**src/rtl/bin_to_bcd_seq.sv**
```systemverilog
// Multi-channel sequential binary-to-BCD converter (double-dabble).
// All channels share one FSM and iteration counter; results appear with a one-cycle done pulse.
module bin_to_bcd_seq #(
   parameter int DATA_W   = 6,
   parameter int DIGITS   = 2,
   parameter int CHANNELS = 3,
   parameter int BLANK_LZ = 0
) (
   input  logic                           clk,
   input  logic                           rst,
   input  logic                           start,
   input  logic [CHANNELS*DATA_W-1:0]     bin_in,
   output logic                           busy,
   output logic                           done,
   output logic [CHANNELS*DIGITS*4-1:0]   bcd_out,
   output logic [CHANNELS-1:0]            ovf
);

   localparam int ACC_W = (DIGITS + 1) * 4;
   localparam int CNT_W = $clog2(DATA_W + 1);
   localparam logic [CNT_W-1:0] LAST = CNT_W'(DATA_W - 1);

   localparam logic [0:0] S_IDLE  = 1'b0;
   localparam logic [0:0] S_SHIFT = 1'b1;

   // Handshake: start is sampled only while IDLE; busy is high for exactly the DATA_W
   // shift cycles; done pulses for one cycle when the registered result becomes visible.
   logic [0:0]              state;
   logic [CNT_W-1:0]        cnt;
   logic                    finish;
   logic [DATA_W-1:0]       sr      [CHANNELS];
   logic [ACC_W-1:0]        acc     [CHANNELS];
   logic [ACC_W-1:0]        acc_adj [CHANNELS];
   logic [CHANNELS-1:0]     sticky;
   logic [CHANNELS*DIGITS*4-1:0] res_bcd;
   logic [CHANNELS-1:0]     res_ovf;

   assign busy = (state == S_SHIFT);

   always_comb begin
      for (int c = 0; c < CHANNELS; c++) begin
         acc_adj[c] = acc[c];
         for (int n = 0; n <= DIGITS; n++) begin
            if (acc[c][n*4 +: 4] > 4'd4)
               acc_adj[c][n*4 +: 4] = acc[c][n*4 +: 4] + 4'd3;
         end
      end
   end

   // Overflow forces '-' on every digit; otherwise optional leading-zero blanking,
   // which stops at the first nonzero digit and never touches the units digit.
   always_comb begin : result_form
      logic lead;
      res_bcd = '0;
      res_ovf = '0;
      lead    = 1'b0;
      for (int c = 0; c < CHANNELS; c++) begin
         res_ovf[c] = (|acc[c][ACC_W-1 -: 4]) | sticky[c];
         lead       = (BLANK_LZ != 0);
         for (int d = DIGITS - 1; d >= 0; d--) begin
            if (res_ovf[c]) begin
               res_bcd[(c*DIGITS+d)*4 +: 4] = 4'd11;
            end else if (lead && (d != 0) && (acc[c][d*4 +: 4] == 4'd0)) begin
               res_bcd[(c*DIGITS+d)*4 +: 4] = 4'd10;
            end else begin
               res_bcd[(c*DIGITS+d)*4 +: 4] = acc[c][d*4 +: 4];
               lead = 1'b0;
            end
         end
      end
   end

   always_ff @(posedge clk or negedge rst) begin
      if (!rst) begin
         state   <= S_IDLE;
         cnt     <= '0;
         finish  <= 1'b0;
         done    <= 1'b0;
         sticky  <= '0;
         ovf     <= '0;
         bcd_out <= {(CHANNELS*DIGITS){4'd10}};
         for (int c = 0; c < CHANNELS; c++) begin
            sr[c]  <= '0;
            acc[c] <= '0;
         end
      end else begin
         done   <= 1'b0;
         finish <= 1'b0;
         // Result registration overlaps the IDLE cycle, so a new capture can share this edge.
         if (finish) begin
            bcd_out <= res_bcd;
            ovf     <= res_ovf;
            done    <= 1'b1;
         end
         case (state)
            S_IDLE: begin
               if (start) begin
                  for (int c = 0; c < CHANNELS; c++) begin
                     sr[c]  <= bin_in[c*DATA_W +: DATA_W];
                     acc[c] <= '0;
                  end
                  sticky <= '0;
                  cnt    <= '0;
                  state  <= S_SHIFT;
               end
            end
            S_SHIFT: begin
               for (int c = 0; c < CHANNELS; c++) begin
                  acc[c]    <= {acc_adj[c][ACC_W-2:0], sr[c][DATA_W-1]};
                  sticky[c] <= sticky[c] | acc_adj[c][ACC_W-1];
                  sr[c]     <= sr[c] << 1;
               end
               cnt <= cnt + 1'b1;
               if (cnt == LAST) begin
                  state  <= S_IDLE;
                  finish <= 1'b1;
               end
            end
            default: state <= S_IDLE;
         endcase
      end
   end

endmodule

```
**config.mk**
```make
export PLATFORM = sky130hd
export DESIGN_NAME = bin_to_bcd_seq
export DESIGN_NICKNAME = d
export VERILOG_FILES = /design/src/rtl/bin_to_bcd_seq.sv
export SDC_FILE = /design/constraint.sdc
export NUM_CORES = 1
export LEC_CHECK = 0
export BUFFER_PORTS_ARGS = -buffer_cell sky130_fd_sc_hd__buf_2
export CAP_MARGIN = 10
export CORE_MARGIN = 1
export CORE_UTILIZATION = 55
export DETAILED_ROUTE_END_ITERATION = 6
export HOLD_SLACK_MARGIN = 0.06
export PLACE_DENSITY = 0.76
export SETUP_SLACK_MARGIN = 0.5
export SLEW_MARGIN = 20
export SYNTH_ARGS = -nofsm -noshare
export SYNTH_HDL_FRONTEND = slang
export SYNTH_SLANG_ARGS = --single-unit
```
**constraint.sdc**
```tcl
create_clock -name clk -period 3.95 [get_ports clk]
set_input_delay 0.395 -clock clk [delete_from_list [all_inputs] [get_ports clk]]
set_output_delay 0.395 -clock clk [all_outputs]
set_load 0.01 [all_outputs]
```
==> results.tsv <==
metric	value	unit
die_area	8370	um^2
fin_skew	10.3	ps
maxCapViolCount	0	
row_count	32	
multi_input_area	1890	um^2
timing.fmax	0.469	GHz
powerDensity	818	nW/um^2
finalNetCount	489	
grt_pass1_vias	3170	
synth_flop_cell	dfrtp_1	
rsz0062_at_grt	false	
path_cells	buf_2	
drt_iter0_drc	167	
cts_root_buf	clkbuf_8	
period_minus_slack	2130	ps
reg2reg_depth	2	
viasPerCell	5.81	
cts.sink_count	90	
final_layout_size_suffix_gt1_frac	0.184	
cts-htree-levels	3	
crit_path_end_kind	primary output	
port_buffers	49	
synthArstFlopShare	1.00	
maxSlewHeadroom	0.291	
ant_nets	0	
dp_worst_setup_slack	1980	ps
syn2layout_area_growth	12.1	%
chipWidth	91.5	um
seq_area_frac_synth	0.515	
total_leakage_power	2.20	nW
status	completed	
slew_viol_final	0	
cpLargestDelayFamily	flip-flops	
cp-start-kind	flip-flop	
final.fill_count	640	
clk_pin_slew	90	ps
synthesis.area	4410	um^2
cts_buffers	9	
grt_max_degree	107	
wirelength	8290	um
crit_fanout	106	
path_depth	1	
cp_num_buf_inv	1	
fin_tns_setup	0	ps
ys_seq_elements	90	
cpPeakStageDelay	1110	ps
top_level_ports	50	
cts_tree	built	
synth.distinct_cells	36	
dr.pass1.iters	4	
worst_slack	1820	ps
grt_remaining_overflow	0	
crit_required	3560	ps
startpoint	busy$_DFF_PN0_	
grt.total_usage	0.213	
synth_top_area_cell	dfrtp_1	
synth_top_area_frac	0.443	
dpl-instance-area	4680	um^2
post_cts_resized	0	
diodes	0	
finalCritPeriodShare	0.539	
seq_area	2270	um^2
r2r_start	finish$_DFF_PN0_	
worstPathArrival	1740	ps
die_h	91.5	um
synthCells	416	
worst-setup-path-type	reg -> out	
post_cts_buffers	0	
grt_first_pass_wirelength	14300	um
syn-num-nets	448	
total_power	4.04	mW
final_cells	564	
antenna_found_initial	0	
clk_latency	350	ps
clock_path_buffers	2	
hold_viol	0	
ys_top_cells_by_area	dfrtp_1 (44%), dfstp_2 (7.2%), mux2i_1 (6.1%), o22a_1 (3.6%), ha_1 (3.1%)	
avgSynthCellArea	10.6	um^2
cts.hold.buffers_added	0	
drc	0	
dp.final_hpwl	5260	um
setup_viol	0	
wire_per_inst	14.7	um
synth_edf_count	0	
dp_cells	548	
vias	3276	
ys_warn_count	0	
slowest_stage	dfrtp_4	
min_path_type	in -> async	
ir_drop	0.421	mV
core	7730	um^2
fin_area	4940	um^2
start_util	0.570	
worst-slew-pin-transition	1060	ps
routabilityCongestion	0.819	
state kept, by name, summed over array words and instances (netlist names):
signal / count
bcd_out: 24
cnt: 3
ovf: 3
sr: 18
busy: 1
done: 1
acc: 36
finish: 1
sticky: 3
where the power goes:
part	switching (mW)	leakage, nW	internal, mW
clock	0.320	0.123	0.456
sequential	0.479	1.09	1.34
combinational	0.683	0.990	0.758
total	1.48	2.20	2.56
path summary, 6_finish.rpt:
path | slack, ps | endpoint
setup / recovery | 1820 | busy
hold / removal | 140 | acc[17]$_DFFE_PN0P_
setup reg to reg | 2070 | bcd_out[16]$_DFFE_PN0P_
hold reg to reg | 490 | ovf[2]$_DFFE_PN0P_
max in group asynchronous | 2940 | bcd_out[17]$_DFFE_PN1P_
min in group clk | 290 | sr[0]$_DFFE_PN0P_
cell type report:
| cell class | instances | area share |
|---|---|---|
| clock inverter | 4 | 0.0198 |
| tap | 102 | 0.0258 |
| clock buffer | 12 | 0.0314 |
| inverter | 33 | 0.0251 |
| timing repair buffer | 52 | 0.0547 |
| multi-input combinational | 271 | 0.383 |
| sequential | 90 | 0.460 |
kinds of logic after synthesis:
kind of cell / count (synthesis) / share of synthesized area
AOI/OAI and AO/OA: 110 / 0.171
xor gates and xnor gates: 1 / 0.00199
adders and majority gates: 11 / 0.0312
buffers and inverters: 55 / 0.0560
DFF: 90 / 0.515
muxes: 30 / 0.0690
and+or+nand+nor: 119 / 0.156
Yosys cell counts, types with 6 or more instances:
library cell / n
dfstp_2: 12
a31o_1: 11
nand3_1: 7
dfrtp_1: 78
o311ai_1: 13
o22ai_1: 6
or4b_1: 6
nor3_1: 10
nand2_1: 26
buf_2: 14
nor2b_1: 16
nor2_1: 10
nand2b_1: 11
or3_1: 18
o22a_1: 18
o21ai_1: 18
inv_1: 33
nor3b_1: 10
a21oi_1: 8
o21ai_0: 24
mux2i_1: 27
ha_1: 11
placed cells by master, fill, tap and decap left out, types with 11 or more instances in the layout:
| cell | instances |
|---|---|
| dfrtp_1 | 77 |
| buf_2 | 48 |
| inv_1 | 33 |
| mux2i_1 | 27 |
| nand2_1 | 26 |
| o21ai_0 | 24 |
| o21ai_1 | 18 |
| o22a_1 | 18 |
| or3_1 | 18 |
| nor2b_1 | 16 |
| o311ai_1 | 13 |
| dfstp_2 | 12 |
| nand2b_1 | 11 |
| a31o_1 | 11 |
| ha_1 | 11 |
| clkbuf_8 | 11 |
routing by layer:
layer,vias up,part of all wire,global-route usage
met2,87,0.49,0.353
met3,6,0.043,0.0302
met4,0,0.0089,0.0886
met1,1603,0.46,0.280
li1,1580,-,-
met5,-,0,0
per-stage QoR:
step | utilization | hold slack [ps]
6_report | 0.639 | 139
5_1_grt | 0.639 | 218
4_1_cts | 0.639 | 162
3_5_place_dp | 0.606 | 474
3_3_place_gp | 0.606 | 459
2_1_floorplan | - | 99.4
Note: power is estimated with default switching activity, not from simulation.
